### src/rtl/tuner_pkg.sv
// Shared types and default constants for the delay tuner.
// The state encoding is visible on the top level through a debug port.
package tuner_pkg;

    typedef enum logic [2:0] {
        IDLE  = 3'd0,
        COUNT = 3'd1,
        EVAL  = 3'd2,
        SETUP = 3'd3,
        REQ   = 3'd4,
        REL   = 3'd5
    } state_t;

    localparam int STAGES_DEF    = 3;
    localparam int CODE_W_DEF    = 4;
    localparam int CODE_INIT_DEF = 8;
    localparam int WINDOW_DEF    = 16;
    localparam int CNT_W_DEF     = 8;
    localparam int HI_TH_DEF     = 4;
    localparam int LO_TH_DEF     = 0;

endpackage

### src/rtl/err_window_counter.sv
// Saturating per-stage error counter for one observation window.
// Exposes threshold compares so the tuner never reads the raw count.
module err_window_counter #(
    parameter int CNT_W = 8,
    parameter int HI_TH = 4,
    parameter int LO_TH = 0
) (
    input  logic clk,
    input  logic rst,
    input  logic clr,
    input  logic inc,
    output logic hi,
    output logic lo
);

    localparam logic [CNT_W-1:0] CNT_MAX = '1;

    logic [CNT_W-1:0] cnt;

    always_ff @(posedge clk or negedge rst) begin
        if (!rst) begin
            cnt <= '0;
        end else if (clr) begin
            cnt <= '0;
        end else if (inc && (cnt != CNT_MAX)) begin
            cnt <= cnt + 1'b1;
        end
    end

    assign hi = (cnt >= CNT_W'(HI_TH));
    assign lo = (cnt <= CNT_W'(LO_TH));

endmodule

### src/rtl/delay_tuner.sv
// Windowed error counting per stage, one-step delay code adjustment, and
// 4-phase publication of the new codes to the pipeline delay lines.
module delay_tuner
    import tuner_pkg::*;
#(
    parameter int STAGES    = STAGES_DEF,
    parameter int CODE_W    = CODE_W_DEF,
    parameter int CODE_INIT = CODE_INIT_DEF,
    parameter int WINDOW    = WINDOW_DEF,
    parameter int CNT_W     = CNT_W_DEF,
    parameter int HI_TH     = HI_TH_DEF,
    parameter int LO_TH     = LO_TH_DEF
) (
    input  logic                     clk,
    input  logic                     rst,
    input  logic                     en,
    input  logic [STAGES-1:0]        err,
    input  logic                     cfg_ack,
    output logic                     cfg_req,
    output logic [STAGES*CODE_W-1:0] code,
    output logic [STAGES-1:0]        sat,
    output logic                     busy,
    output state_t                   dbg_state
);

    // Handshake: cfg_req rises only while code is already stable and stays
    // high until the synchronized cfg_ack is seen high; it is then released
    // and the next window starts only after cfg_ack has been seen low again.

    localparam int               WIN_W    = $clog2(WINDOW);
    localparam logic [WIN_W-1:0] WIN_LOAD = WIN_W'(WINDOW - 1);
    localparam logic [CODE_W-1:0] CODE_MAX = '1;

    state_t            state, state_nxt;
    logic [WIN_W-1:0]  win_cnt;
    logic              win_load;
    logic              ack_meta, ack_sync;
    logic [CODE_W-1:0] code_q   [STAGES];
    logic [CODE_W-1:0] code_nxt [STAGES];
    logic [STAGES-1:0] hi, lo, changed;
    logic              cnt_clr;

    assign cnt_clr = (state != COUNT) || !en;

    for (genvar s = 0; s < STAGES; s++) begin : g_stage
        err_window_counter #(
            .CNT_W (CNT_W),
            .HI_TH (HI_TH),
            .LO_TH (LO_TH)
        ) u_cnt (
            .clk (clk),
            .rst (rst),
            .clr (cnt_clr),
            .inc ((state == COUNT) && err[s]),
            .hi  (hi[s]),
            .lo  (lo[s])
        );

        assign code[s*CODE_W +: CODE_W] = code_q[s];
        assign sat[s]                   = (code_q[s] == CODE_MAX);
    end

    always_comb begin
        for (int s = 0; s < STAGES; s++) begin
            code_nxt[s] = code_q[s];
            changed[s]  = 1'b0;
            if (hi[s] && (code_q[s] != CODE_MAX)) begin
                code_nxt[s] = code_q[s] + 1'b1;
                changed[s]  = 1'b1;
            end else if (lo[s] && (code_q[s] != '0)) begin
                code_nxt[s] = code_q[s] - 1'b1;
                changed[s]  = 1'b1;
            end
        end
    end

    always_comb begin
        state_nxt = state;
        win_load  = 1'b0;
        case (state)
            IDLE: begin
                if (en) begin
                    state_nxt = COUNT;
                    win_load  = 1'b1;
                end
            end
            COUNT: begin
                if (!en) begin
                    state_nxt = IDLE;
                end else if (win_cnt == '0) begin
                    state_nxt = EVAL;
                end
            end
            EVAL: begin
                if (|changed) begin
                    state_nxt = SETUP;
                end else if (en) begin
                    state_nxt = COUNT;
                    win_load  = 1'b1;
                end else begin
                    state_nxt = IDLE;
                end
            end
            SETUP: state_nxt = REQ;
            REQ: begin
                if (ack_sync) begin
                    state_nxt = REL;
                end
            end
            REL: begin
                if (!ack_sync) begin
                    state_nxt = en ? COUNT : IDLE;
                    win_load  = en;
                end
            end
            default: state_nxt = IDLE;
        endcase
    end

    always_ff @(posedge clk or negedge rst) begin
        if (!rst) begin
            state    <= IDLE;
            win_cnt  <= '0;
            cfg_req  <= 1'b0;
            ack_meta <= 1'b0;
            ack_sync <= 1'b0;
            for (int s = 0; s < STAGES; s++) begin
                code_q[s] <= CODE_W'(CODE_INIT);
            end
        end else begin
            state    <= state_nxt;
            ack_meta <= cfg_ack;
            ack_sync <= ack_meta;
            cfg_req  <= (state_nxt == REQ);
            if (win_load) begin
                win_cnt <= WIN_LOAD;
            end else if ((state == COUNT) && (win_cnt != '0)) begin
                win_cnt <= win_cnt - 1'b1;
            end
            // Codes move only here, so they are frozen across the whole handshake.
            if (state == EVAL) begin
                for (int s = 0; s < STAGES; s++) begin
                    code_q[s] <= code_nxt[s];
                end
            end
        end
    end

    assign busy      = (state != IDLE);
    assign dbg_state = state;

endmodule

### config.mk
export PLATFORM = sky130hd
export DESIGN_NAME = delay_tuner
export DESIGN_NICKNAME = d
export VERILOG_FILES = /design/src/rtl/tuner_pkg.sv /design/src/rtl/err_window_counter.sv /design/src/rtl/delay_tuner.sv
export SDC_FILE = /design/constraint.sdc
export NUM_CORES = 1
export LEC_CHECK = 0
export BUFFER_PORTS_ARGS = -buffer_cell sky130_fd_sc_hd__buf_2
export CORE_MARGIN = 2
export CORE_UTILIZATION = 50
export DETAILED_ROUTE_END_ITERATION = 7
export GPL_TIMING_DRIVEN = 1
export HOLD_SLACK_MARGIN = 0.02
export PLACE_DENSITY = 0.77
export SETUP_SLACK_MARGIN = 0.15
export SLEW_MARGIN = 20
export SYNTH_ARGS = -nofsm -noshare
export SYNTH_HDL_FRONTEND = slang
export SYNTH_SLANG_ARGS = --single-unit
### constraint.sdc
create_clock -name clk -period 4.1 [get_ports clk]
set_clock_uncertainty 0.15 [all_clocks]
set_input_delay 0.615 -clock clk [delete_from_list [all_inputs] [get_ports clk]]
set_output_delay 0.615 -clock clk [all_outputs]
set_load 0.02 [all_outputs]
* Yosys cells after proc, flatten, opt, wreduce, memory -nomap -nowiden
Cells that the tools add are included. Widths: inputs -> output; s select.
Operators by class: add/subtract/negate cells 10, $lt $le $gt $ge 6, equality and inequality tests 16, multiplexer cells 32, reductions and logical operators 33
Operators with widths (number):
- $mux 8 | 6
- $mux 4 | 8
- $add 8x1->8 const B | 3
- $ge 8x3->1 const B | 3
- $le 8x1->1 const B | 3
- $ne 8x8->1 const B | 3
- $pmux 3 s6 | 1
- $reduce_bool 4->1 | 4
- $sub 4x1->4 const B | 4
- $mux 3 | 5
- $reduce_bool 2->1 | 7
- $logic_and 1x1->1 | 13
- $add 4x1->4 const B | 3
- $eq 4x4->1 const B | 3
- $ne 4x4->1 const B | 3
- $mux 1 | 10
- $eq 3x3->1 const B | 3
- $eq 3x2->1 const B | 2
- $reduce_and 2->1 | 3
- $logic_not 4->1 | 1
- $eq 3x1->1 const B | 1
- $logic_not 3->1 | 1
- $ne 3x1->1 const B | 1
- $pmux 1 s3 | 1
- 5 further kinds | 5
Storage, ports and cells: register bits after elaboration 46, bits of input ports 7, output and inout bits 20, logic and storage cells 108

* Logic depth before layout (Yosys ltp)
depth in word-level cells 8, depth in mapped cells 8, depth with buffers taken out 8

* By module
From an unflattened synthesis, not the netlist that was laid out.
Second synthesis, totals: cells, all modules 290, area, all modules 3022.9 sq um
By module, submodules not included:
- err_window_counter | instances 3, cells an instance 53, area an instance 523.0 sq um, sequential area each 200.2 sq um
- delay_tuner | instances 1, cells an instance 131, area an instance 1453.9 sq um, sequential area each 554.3 sq um

* Worst setup path after synthesis
Ideal clock, no wire load.
path type reg-to-reg, from register g_stage[1].u_cnt.cnt[6], to register code_q (netlist bit code[7]), library setup time 0.076 ns, data arrival time 2.153 ns, path slack 1.721 ns, cell stages (with the launch flop) 9, cell sequence dfrtp_1 -> or4_1 -> o31a_1 -> inv_1 -> ha_1 -> a21oi_1 -> a21oi_1 -> a22oi_1 -> xnor2_1
Between the ends: cells in the longest elaborated chain, start to end 4, elaborated cells between the ends (all ways) 7, those cells by class order compare: 2; mux: 1; reduce/logical: 4
RTL lines:
- start, declared | line err_window_counter.sv:18 | logic [CNT_W-1:0] cnt;
- start signal, assigned | line err_window_counter.sv:26 | cnt <= cnt + 1'b1;
- $ge 8x3->1 or $le 8x1->1 (tied branches) | line err_window_counter.sv:30, err_window_counter.sv:31
- $logic_and 1x1->1 (on tied branches) | line delay_tuner.sv:67, delay_tuner.sv:70
- $reduce_bool 2->1 (no line)
- $reduce_and 2->1 (no line)
- end signal, assigned by index | line delay_tuner.sv:128 | code_q[s] <= CODE_W'(CODE_INIT);
- end signal, assigned by index | line delay_tuner.sv:143 | code_q[s] <= code_nxt[s];
- end, declared | line delay_tuner.sv:38 | logic [CODE_W-1:0] code_q [STAGES];
Parallel ways exist; a longest one is shown, timed or not. A chain may end at the register's enable or synchronous reset.

* Final worst setup path
Ends and elaborated chain as after synthesis.

==> impl_metrics.ini <==
[run_status]
run_status = complete, no violations

[clock_tree]
cts.root.buffer_cell = sky130_fd_sc_hd__clkbuf_8
insertion_delay_ns = 0.30
clock_tree.htree_level_count = 2
clock-sinks = 46
cts.repair.resized = 0
tritoncts = built
clk_transition_reported_paths_ns = 0.09
buffers_inserted_during_post_cts_setup_optimization = 0
cts_inserted_buffers = 5
ctsHoldBuffers = 0
clock_path_buffers = 2

[worst_setup_path]
timing.critical_path.required_ns = 4.18
critPathMaxFanout = 6
timing_worst_setup_path_type = reg -> reg
worstPathArrival_ns = 2.70
cp-start-kind = flop
cp_capture_type = flop

[floorplanning]
pin_count = 27
row_count = 26
die_h_um = 77.59
die_area_sq_um = 6019
fp.coreArea_sq_um = 5172
fp.dieW_um = 77.59
floorplan.initialDensity_pct = 52.35

[detailed_routing]
antenna_violating_nets_remaining = 0
wire_length_after_detailed_routing_um = 5269
drtPass1Iterations = 4
drt-vias-per-instance = 5.815
avgRoutedWirePerCell_um = 14.13
via_count = 2169
remaining_drc_errors = 0
drtIter0Drc = 142

[yosys]
synthMuxAreaShare_pct = 3.604
synth_area_sq_um = 2708
largest_family_of_logic_cells_by_synthesized_area = simple AND/OR/NAND/NOR gates
yosys_warnings = 0
synth_sequential_area_ratio_pct = 42.65
instance_count_of_the_mapped_netlist = 277
postSynthAreaPerCell_sq_um = 9.775
post_synth_num_cell_types = 50
synth_flop_cell = sky130_fd_sc_hd__dfrtp_1
synthesis.nets = 300
yosys_register_bits = 46
synth_simple_gate_area_share_pct = 20.33
synthXorXnorAreaFrac_pct = 6.793
synth_top_cells_by_area = sky130_fd_sc_hd__dfrtp_1 40%, sky130_fd_sc_hd__ha_1 6.0%, sky130_fd_sc_hd__xnor2_1 4.5%
post-synth-top-area-cell = sky130_fd_sc_hd__dfrtp_1
synth_enable_flop_cells = 0
asyncSetResetFlopFracSynth_pct = 100.0
yosysTopAreaCellShare_pct = 39.74
fraction_of_the_mapped_netlist_area_in_compound_gates_pct = 14.51
synthAdderAreaFrac_pct = 8.226

[run]
maximum_capacitance_violations = 0

[sta]
hold_viol_final = 0
max_slew_margin_pct = 48.73
setup-violations-final = 0
fin_tns_setup_ns = 0
min_period_over_period_pct = 63.92
finalMaxSlewViolations = 0
fin_worst_hold_slack_ns = 0.1563
worst_slew_pin_slew_ns = 0.7674
fmax_mhz = 381.6
rsz0062_at_grt = no
final.setup.worst_slack_ns = 1.479
post-route-min-period_ns = 2.621

[placement]
hpwlAfterDp_um = 3833
gp_congestion = 0.8172
place_ws_ns = 1.530
buffer_ports.inserted = 26

[layout]
antenna_cells = 0
post_route_cells_drive_above_1_share_pct = 16.83
n_fill_cell = 439
fin_nets = 325
syn2layout_area_growth_pct = 10.49
postLayoutCoreUtil_pct = 57.84

[power_and_ir_drop]
power-per-cell-area_nw_per_um2 = 280.3
power.ir.vdd_worst_mv = 0.1842
p_leak_nw = 1.306

[hold_path]
hold_path.class = in -> async

[global_routing]
grt_first_pass_wirelength_um = 9252
largest_net_degree_at_the_start_of_global_routing = 47
grt_antenna_before_repair = 0
grt.total_usage_pct = 18.70
globalRoute.totalOverflow = 0
via_count_of_the_first_global_routing_pass = 2052
logic make-up after synthesis:
logic type | after synthesis
compound gates | 60
xor+xnor | 21
fa+ha+maj | 16
buf+inv | 28
flops | 46
mux | 9
simple gates | 97
flip-flops by register name, indices dropped and copies added (netlist names):
name	count
ack_sync	1
code	12
cfg_req	1
ack_meta	1
win_cnt	4
dbg_state	3
g_stage.u_cnt.cnt	24
final cells by class:
cell class	count	area (sq um)	area share, %
well taps	70	87.58	2.928
inverters	19	71.32	2.384
clock buffers	5	68.82	2.300
clock inverters	3	21.27	0.7110
repair buffers	27	140.1	4.684
multi-input cells	203	1448	48.39
flip-flops and latches	46	1155	38.60
metal layers:
metal  wire [um]  vias up  global-route usage, %
li1            -     1060                      -
met1        2432     1067                  24.81
met2        2591       38                  31.64
met3         212        4                  4.186
met4          33        0                  3.393
met5           0        -                      0
metrics by stage:
step                      cell area (sq um)  total power, mW  cells
after floorplan                        2708           0.5379    277
after global placement                 2899           0.5630    365
after detailed placement               2899           0.5672    365
after CTS                              2989           0.8463    373
after global routing                   2992           0.8812    373
final                                  2992           0.8385    373
cells in the mapped netlist, types with 6 or more instances:
cell type,instances
sky130_fd_sc_hd__dfrtp_1,43
sky130_fd_sc_hd__nor2_1,22
sky130_fd_sc_hd__inv_1,19
sky130_fd_sc_hd__a21oi_1,16
sky130_fd_sc_hd__xnor2_1,14
sky130_fd_sc_hd__ha_1,13
sky130_fd_sc_hd__nand3_1,11
sky130_fd_sc_hd__o21ai_0,10
sky130_fd_sc_hd__clkbuf_1,9
sky130_fd_sc_hd__nand2_1,8
sky130_fd_sc_hd__and3_1,7
sky130_fd_sc_hd__nand4_1,7
sky130_fd_sc_hd__nor3_1,7
sky130_fd_sc_hd__xor2_1,7
sky130_fd_sc_hd__mux2_2,6
sky130_fd_sc_hd__or3_1,6
critical path, cell delays in order, from the launching register on:
cell and delay [ns]:
sky130_fd_sc_hd__dfrtp_1 0.43, sky130_fd_sc_hd__or4_1 0.55, sky130_fd_sc_hd__o31a_1 0.33, sky130_fd_sc_hd__inv_1 0.15, sky130_fd_sc_hd__ha_1 0.28, sky130_fd_sc_hd__a21oi_1 0.20, sky130_fd_sc_hd__and3_1 0.21, sky130_fd_sc_hd__a22oi_1 0.08
sky130_fd_sc_hd__xnor2_1 0.17
report_power, final:
part | internal [mW] | switching, mW
sequential | 0.467 | 0.0124
clock | 0.120 | 0.161
combinational | 0.0320 | 0.0466
layout by cell type (no fill, tap or decap), types with 5 or more instances in the layout:
| cell type | n |
|---|---|
| sky130_fd_sc_hd__ha_1 | 13 |
| sky130_fd_sc_hd__and3_1 | 7 |
| sky130_fd_sc_hd__clkbuf_8 | 5 |
| sky130_fd_sc_hd__nor3_1 | 7 |
| sky130_fd_sc_hd__dfrtp_1 | 43 |
| sky130_fd_sc_hd__nand3_1 | 11 |
| sky130_fd_sc_hd__inv_1 | 19 |
| sky130_fd_sc_hd__buf_2 | 25 |
| sky130_fd_sc_hd__or3_1 | 6 |
| sky130_fd_sc_hd__mux2_2 | 6 |
| sky130_fd_sc_hd__nand2_1 | 8 |
| sky130_fd_sc_hd__nor2_1 | 22 |
| sky130_fd_sc_hd__o21ai_0 | 10 |
| sky130_fd_sc_hd__a21oi_1 | 16 |
| sky130_fd_sc_hd__xor2_1 | 7 |
| sky130_fd_sc_hd__nand4_1 | 7 |
| sky130_fd_sc_hd__xnor2_1 | 14 |
worst paths after layout:
| path | start | end | slack [ns] | depth (start not counted) |
|---|---|---|---|---|
| setup reg to reg | g_stage[1].u_cnt.cnt[6]$_DFFE_PN0P_ | code[7]$_DFFE_PN1P_ | 1.48 | 8 |
| hold reg to reg | ack_meta$_DFF_PN0_ | ack_sync$_DFF_PN0_ | 0.21 | 0 |
| hold / removal | rst | dbg_state[2]$_DFF_PN0_ | 0.16 | 1 |
| max in group asynchronous | rst | g_stage[2].u_cnt.cnt[1]$_DFFE_PN0P_ | 3.25 | 1 |
| setup / recovery | g_stage[1].u_cnt.cnt[6]$_DFFE_PN0P_ | code[7]$_DFFE_PN1P_ | 1.48 | 8 |
| min in group clk | ack_meta$_DFF_PN0_ | ack_sync$_DFF_PN0_ | 0.21 | 0 |
Power figures use the tool's default switching activity.
